<file path="src/rtl/rename_queue_if.sv">
// ============================================================================
//  Module   : rename_queue_if (with rename_queue_pkg)
//  Brief    : Micro-op type and decode/rename handshake bundle for rename_queue
//  Revision : 1.0  initial release
// ============================================================================
`default_nettype none

`ifndef RENAME_WIDTH
`define RENAME_WIDTH 2
`endif

package rename_queue_pkg;
   typedef struct packed {
      logic [7:0] opcode;
      logic [4:0] rd;
      logic [4:0] rs1;
      logic [4:0] rs2;
      logic [8:0] imm;
   } micro_op_t;
endpackage

interface rename_queue_if #(
   parameter int WIDTH = `RENAME_WIDTH,
   parameter int DEPTH = 8
);
   import rename_queue_pkg::*;

   localparam int CNT_W = $clog2(DEPTH) + 1;

   logic             recover;
   logic [WIDTH-1:0] in_valid;
   micro_op_t        uop_in [WIDTH];
   logic             in_ready;
   logic             out_ready;
   logic [WIDTH-1:0] out_valid;
   micro_op_t        uop_out [WIDTH];
   logic [CNT_W-1:0] count;

   modport master (
      output recover, in_valid, uop_in, out_ready,
      input  in_ready, out_valid, uop_out, count
   );

   modport slave (
      input  recover, in_valid, uop_in, out_ready,
      output in_ready, out_valid, uop_out, count
   );
endinterface

`default_nettype wire

</file>
<file path="src/rtl/rename_queue.sv">
// ============================================================================
//  Module   : rename_queue
//  Brief    : Multi-lane circular uop queue between decode and rename
//  Revision : 1.0  initial release
// ============================================================================
`default_nettype none

`ifndef RENAME_WIDTH
`define RENAME_WIDTH 2
`endif

module rename_queue #(
   parameter int WIDTH = `RENAME_WIDTH,
   parameter int DEPTH = 8
) (
   input  logic          clock,
   input  logic          reset,
   rename_queue_if.slave q
);
   import rename_queue_pkg::*;

   localparam int PTR_W = $clog2(DEPTH);
   localparam int CNT_W = PTR_W + 1;

   logic [PTR_W-1:0] r_head;
   logic [PTR_W-1:0] r_tail;
   logic [CNT_W-1:0] r_count;
   micro_op_t        r_mem [DEPTH];

   logic             w_in_ready;
   logic             w_push;
   logic             w_pop;
   logic [CNT_W-1:0] w_npush;
   logic [CNT_W-1:0] w_add;
   logic [CNT_W-1:0] w_npop;
   logic [PTR_W-1:0] w_slot [WIDTH];
   logic [WIDTH-1:0] w_out_valid;

   // Admission looks only at registered occupancy, never at a same-cycle pop.
   always_comb begin
      w_in_ready = (r_count <= CNT_W'(DEPTH - WIDTH));
      w_push     = w_in_ready && (|q.in_valid) && !q.recover;
      w_npush    = '0;
      for (int i = 0; i < WIDTH; i++) begin
         w_slot[i] = r_tail + PTR_W'(w_npush);
         if (q.in_valid[i]) begin
            w_npush = w_npush + CNT_W'(1);
         end
      end
      w_add  = w_push ? w_npush : '0;
      w_pop  = q.out_ready && (r_count != '0);
      w_npop = '0;
      if (w_pop) begin
         w_npop = (r_count < CNT_W'(WIDTH)) ? r_count : CNT_W'(WIDTH);
      end
   end

   always_ff @(posedge clock or negedge reset) begin
      if (!reset) begin
         r_head  <= '0;
         r_tail  <= '0;
         r_count <= '0;
      end else if (q.recover) begin
         r_head  <= '0;
         r_tail  <= '0;
         r_count <= '0;
      end else begin
         if (w_push) begin
            r_tail <= r_tail + PTR_W'(w_npush);
         end
         if (w_pop) begin
            r_head <= r_head + PTR_W'(w_npop);
         end
         r_count <= r_count + w_add - w_npop;
      end
   end

   // Storage is intentionally unreset; valid lanes are compacted into slots from tail.
   always_ff @(posedge clock) begin
      for (int i = 0; i < WIDTH; i++) begin
         if (w_push && q.in_valid[i]) begin
            r_mem[w_slot[i]] <= q.uop_in[i];
         end
      end
   end

   always_comb begin
      for (int i = 0; i < WIDTH; i++) begin
         w_out_valid[i] = (CNT_W'(i) < r_count);
         q.uop_out[i]   = w_out_valid[i] ? r_mem[r_head + PTR_W'(i)] : '0;
      end
   end

   assign q.out_valid = w_out_valid;
   assign q.in_ready  = w_in_ready;
   assign q.count     = r_count;

endmodule

`default_nettype wire

</file>
<file path="src/flat_wrapper.sv">
// flat-port wrapper written by rule: the top's interface ports become plain ports
module rename_queue_flat import rename_queue_pkg::*;
#(
   parameter int WIDTH = `RENAME_WIDTH,
   parameter int DEPTH = 8
)
  (clock, reset, q_recover, q_in_valid, q_uop_in, q_out_ready, q_in_ready, q_out_valid, q_uop_out, q_count);
  rename_queue_if #(.WIDTH(WIDTH), .DEPTH(DEPTH)) q_i ();
  input  logic clock;
  input  logic reset;
  input wire logic [$bits(q_i.recover)-1:0] q_recover;
  input wire logic [$bits(q_i.in_valid)-1:0] q_in_valid;
  input wire logic [$bits(q_i.uop_in)-1:0] q_uop_in;
  input wire logic [$bits(q_i.out_ready)-1:0] q_out_ready;
  output wire logic [$bits(q_i.in_ready)-1:0] q_in_ready;
  output wire logic [$bits(q_i.out_valid)-1:0] q_out_valid;
  output wire logic [$bits(q_i.uop_out)-1:0] q_uop_out;
  output wire logic [$bits(q_i.count)-1:0] q_count;
  assign q_i.recover = q_recover;
  assign q_i.in_valid = q_in_valid;
  assign q_i.uop_in = {>>{q_uop_in}};
  assign q_i.out_ready = q_out_ready;
  assign q_in_ready = q_i.in_ready;
  assign q_out_valid = q_i.out_valid;
  assign q_uop_out = {>>{q_i.uop_out}};
  assign q_count = q_i.count;
  rename_queue #(.WIDTH(WIDTH), .DEPTH(DEPTH)) u_core (.clock(clock), .reset(reset), .q(q_i));
endmodule
</file>
<file path="config.mk">
export PLATFORM = sky130hd
export DESIGN_NAME = rename_queue_flat
export DESIGN_NICKNAME = d
export VERILOG_FILES = /design/src/rtl/rename_queue_if.sv /design/src/rtl/rename_queue.sv /design/src/flat_wrapper.sv
export SDC_FILE = /design/constraint.sdc
export NUM_CORES = 1
export LEC_CHECK = 0
export BUFFER_PORTS_ARGS = -buffer_cell sky130_fd_sc_hd__buf_2
export CORE_MARGIN = 4
export CORE_UTILIZATION = 50
export DETAILED_ROUTE_END_ITERATION = 10
export PLACE_DENSITY = 0.71
export SLEW_MARGIN = 20
export SYNTH_ARGS = -nofsm -noshare
export SYNTH_HDL_FRONTEND = slang
export SYNTH_SLANG_ARGS = --single-unit
</file>
<file path="constraint.sdc">
create_clock -name clock -period 3.3 [get_ports clock]
set_clock_uncertainty 0.05 [all_clocks]
set_input_delay 0.165 -clock clock [delete_from_list [all_inputs] [get_ports clock]]
set_output_delay 0.165 -clock clock [all_outputs]
set_load 0.02 [all_outputs]
</file>
* Yosys cells after proc, flatten, opt, wreduce, memory -nomap -nowiden
Memories as Yosys holds them, arrays and structs flattened.
Cells that the tools add are included.
** Operators by class
- $add $sub $neg :: 7
- Magnitude comparators :: 4
- Mux-type cells :: 16
- Reductions and logical operators :: 10
** Operators by type and width (number)
- two-way mux 32 bit :: 2
- two-way mux 4 bit :: 5
- two-way mux 3 bit :: 4
- less-than comparator 1 x 4 -> 1 bit (first input constant) :: 2
- adder 3 bit :: 2
- logical AND 1 bit :: 5
- two-way mux 1 bit :: 5
- adder 4 bit :: 1
- less-or-equal comparator 4 x 3 -> 1 bit (second input constant) :: 1
- less-than comparator 4 x 2 -> 1 bit (second input constant) :: 1
- nonzero test 2 bit :: 2
- nonzero test 4 bit :: 1
- subtractor 4 bit :: 1
- adder 3 x 1 -> 3 bit :: 1
- adder 3 x 1 -> 3 bit (second input constant) :: 1
- adder 1 x 1 -> 2 bit (second input constant) :: 1
- OR reduction 2 bit :: 1
- logical NOT 1 bit :: 1
** Storage, ports and cells
- Bits in registers :: 10
- RAM bits :: 256
- Output and inout bits :: 71
- Memories :: 1
** Memories
- u_core.r_mem :: words 8, width 32, rd ports 2, clocked after Yosys merged registers in 0, wr ports 2, RTL line rename_queue.sv:28 : micro_op_t r_mem [DEPTH];

* Longest topological paths before layout
- Depth in word-level cells :: 7
- Mapped depth :: 14
- Gate-level depth less buffers :: 13

* Worst setup path before layout
OpenSTA, ideal clock, no wires.
- Path type :: register to register
- Start :: register u_core.r_tail[0]
- End :: memory u_core.r_mem[0][0] (netlist name), enable pin
- Library setup time :: 0.432 ns
- Data arrival time :: 2.881 ns
- Setup slack :: -0.063 ns
- Stages on the path, launching flop included :: 6
- Clock period less this slack :: 3.363 ns
- Cells stage by stage :: dfrtp_1 > ha_1 > ha_1 > nor3b_1 > nand2_1 > a21oi_1
** RTL lines
- start, declared :: RTL line rename_queue.sv:26 : logic [PTR_W-1:0] r_tail;
- start signal, assigned :: RTL line rename_queue.sv:69 : r_tail <= r_tail + PTR_W'(w_npush);
- end, declared :: RTL line rename_queue.sv:28

==> summary.md <==
| Metric | Value |
|---|---|
| Clk pwr share | `28.5%` |
| Proportion of layout cells with a drive suffix above 1 | `51.6%` |
| 1st-iter DRT viols | `slightly below 1000` |
| P_sw | `3.96 mW` |
| Critical Path Max Stage Delay | `560 ps` |
| Met1 wire length | `16.8 mm` |
| Synthesized area per cell | `16.1 µm²` |
| # Max-Cap Violations | `0` |
| Sw Share | `33.9%` |
| Routed WL | `41.8 mm` |
| Routed Antenna Nets | `0` |
| Critical path required time | `3550 ps` |
| Max rail drop VDD | `between 0.4 and 0.5 mV` |
| Crit path time final | `3160 ps` |
| Die X-Extent | `185 µm` |
| Row cnt | `64` |
| Mapped cell area | `0.0156 mm²` |
| CP cell instances | `ha_1 -> ha_1 -> xnor2_2 -> nand4_1 -> nor2_4 -> buf_6 -> mux2_2 -> dlygate4sd3_1` |
| Post-Synthesis Cells | `970` |
| Die area | `0.0341 mm²` |
| Met2 wire len | `about 21 mm` |
| Top sig layer | `met4` |
| Relative slew slack | `27.1%` |
| Final RePlAce weighted congestion | `0.746` |
| Pwr/cell area | `612 mW/mm²` |
| PortBufs | `140` |
| Core Region | `0.0307 mm²` |
| Clock sinks | `266` |
| Commonest non-fill, non-tap cells in the layout | `256 x edfxtp_1, 255 x mux2_2, 140 x buf_2` |
| Vias per inst | `6.40` |
| Clock Root Buffer | `clkbuf_16` |
| Post-synth net total | `1057` |
| Hold crit path type | `primary input to register` |
| TritonCTS clock tree | `built` |
| Largest net degree at the start of global routing | `129` |
| Critical path class | `register to register` |
| Via Count | `10380` |
| Placed Instances | `1467` |
| Clk Latency, worst-skew pair | `550 ps` |
| Area occupied by registers | `0.00794 mm²` |
| H-tree levels | `1` |
| Fin crit share | `95.8%` |
| Yosys warns | `0` |
| DRC viols | `0` |
| Setup TNS Final | `0 ps` |
| Final Slew Violations | `0` |
| First-pass GRT wire length | `64.4 mm` |
| Placed wire-length estimate | `24.4 mm` |
| Antenna violations before repair | `2` |
| Status | `finished clean` |
| Clk buf depth | `3` |
| Int Power | `7.70 mW` |
| FF+latch count, synth | `266` |
| Nets | `1289` |
| Number of buffers created by CTS | `30` |
| Area occupied by multi-input gates | `0.00747 mm²` |
| Fin area | `0.0191 mm²` |
| Drt pass-1 iters | `5` |
| I/O pin cnt | `between 100 and 150` |
| Placed inst area | `0.0171 mm²` |
| Non-Filler Instances | `1623` |
| Fmax | `between 0.3 and 0.4 GHz` |
| Pleak | `between 6 and 7 nW` |
| Setup crit end kind | `register` |
| CP Max Fanout | `18` |
| Die height | `185 µm` |
| GRT Util Overall | `24.5%` |
| Wire length per cell | `25.8 µm` |
| Post-CTS setup buffer count | `0` |
| Final setup viols | `0` |
| Initial core utilization | `50.9%` |
| Sequential share of power | `a little over a third` |
| Grt total ovfl | `0` |
| CP max-delay cell | `dlygate4sd3_1` |
| Hold Fails Final Rpt | `0` |
| Filler cells | `2299` |
| CP Launch Type | `register` |
| Worst path arrival time | `3410 ps` |
| Area grow syn2layout | `22.2%` |
| Distinct cells, synth | `34` |
| Comb power frac | `36.5%` |
| Metal3 WL | `3.09 mm` |
| Most used cell, CP | `ha_1` |
| Number of global-route vias before repair | `10848` |
| Clock transition at the registers of the reported paths | `~60 ps` |
| Most common cell after layout, fill and taps aside | `edfxtp_1` |
| Sequential-to-total area share from yosys stat | `between 50 and 60%` |
| Flop2flop setup slack | `140 ps` |
| Worst-Margin Slew | `1090 ps` |
final cells by class:
| class | count | area share [%] |
|---|---|---|
| sequential | 266 | 41.7 |
| clock inverter | 16 | 0.893 |
| inverter | 11 | 0.217 |
| timing repair buffer | 276 | 11.1 |
| multi-input combinational | 617 | 39.2 |
| tap | 396 | 2.60 |
| antenna | 2 | 0.0263 |
| clock buffer | 39 | 4.23 |
synthesized netlist by cell type:
library cell / instances / area, µm²
a21oi_1: 9 / 45.0
nor2_1: 18 / 67.6
xnor2_1: 4 / 35.0
o21ai_2: 1 / 8.76
and3b_1: 2 / 17.5
clkbuf_1: 29 / 109
nor3_1: 1 / 5.00
xor2_1: 3 / 26.3
nor3b_1: 1 / 7.51
mux2_1: 2 / 22.5
buf_2: 32 / 160
buf_4: 15 / 113
nand4b_1: 1 / 8.76
a22o_1: 32 / 280
and2_1: 3 / 18.8
dfrtp_1: 10 / 250
a311oi_1: 1 / 8.76
mux4_2: 128 / 2880
fa_1: 4 / 80.1
edfxtp_1: 256 / 7690
nand2b_1: 2 / 12.5
a21o_1: 1 / 7.51
nand3_1: 69 / 345
nand4_1: 3 / 18.8
o211ai_1: 2 / 15.0
ha_1: 13 / 163
a31oi_1: 2 / 12.5
mux2i_1: 4 / 40.0
nor2b_1: 7 / 43.8
o21ai_0: 3 / 15.0
mux2_2: 255 / 2870
inv_1: 11 / 41.3
nor2_2: 2 / 12.5
nand2_1: 44 / 165
metal layers:
metal | GRT usage, % | vias to the layer above
li1 | - | 4448
met1 | 33.1 | 5391
met2 | 42.2 | 470
met3 | 3.93 | 71
met4 | 5.81 | 0
met5 | 0 | -
worst max-delay path: cells and delay by family, from the launching register on:
family | cells | cell delay, ps
fa+ha+maj | 2 | 470
buf+inv | 2 | 840
simple gates | 2 | 460
xor+xnor | 1 | 260
flops | 1 | 460
mux | 1 | 370
flip-flops by register name (all words and copies together), names as in the netlist:
name / cells
u_core.q.count: 4
u_core.r_head: 3
u_core.r_mem: 256
u_core.r_tail: 3
worst paths after layout:
path / to / startpoint / cells after the start
worst min-delay path: u_core.r_head[2] / q_out_ready / 4
worst max-delay path: u_core.r_mem[3][22] / u_core.r_tail[0] / 8
min in group asynchronous: u_core.q.count[1] / reset / 3
worst max register to register: u_core.r_mem[3][22] / u_core.r_tail[0] / 8
worst min register to register: u_core.r_head[0] / u_core.r_head[0] / 2
max in group asynchronous: u_core.r_head[0] / reset / 3
metrics by stage:
stage | hold slack, ps | total power, mW | util, % | setup slack [ps]
final | 51.4 | 11.7 | 62.1 | 137
after global routing | 56.9 | 12.2 | 62.1 | -5.19
after CTS | 26.2 | 11.7 | 62.0 | 47.4
after detailed placement | 2.21 | 8.29 | 55.6 | 552
after global placement | 1.56 | 8.24 | 55.6 | 614
after floorplan | -181 | 6.84 | - | -8.86
power by group through the flow:
stage	sequential, mW	combinational, mW	clock [mW]
3_3_place_gp	4.13	4.11	0
6_report	4.08	4.25	3.33
2_1_floorplan	4.12	2.72	0
5_1_grt	4.09	4.56	3.52
4_1_cts	4.07	4.27	3.38
3_5_place_dp	4.14	4.15	0
logic make-up (layout without fill, tap and decap cells):
logic type / after synthesis / in the layout / synth area share [%]
AO/OA/AOI/OAI: 51 / 51 / 2.52
XOR/XNOR: 7 / 7 / 0.393
adder cells (fa/ha/maj): 17 / 17 / 1.56
buffers and inverters: 87 / 342 / 2.71
flip-flops: 266 / 266 / 50.9
multiplexers: 389 / 389 / 37.3
other: 0 / 2 / 0
AND/OR/NAND/NOR: 153 / 153 / 4.64
repair_timing:
action | in CTS | in global routing
endpoints found under the setup margin | 0 | 12
hold endpoints to repair | 272 | 0
gates resized for setup | 0 | 6
hold buffers | 99 | 0
Note: power is estimated with default switching activity, not from simulation.
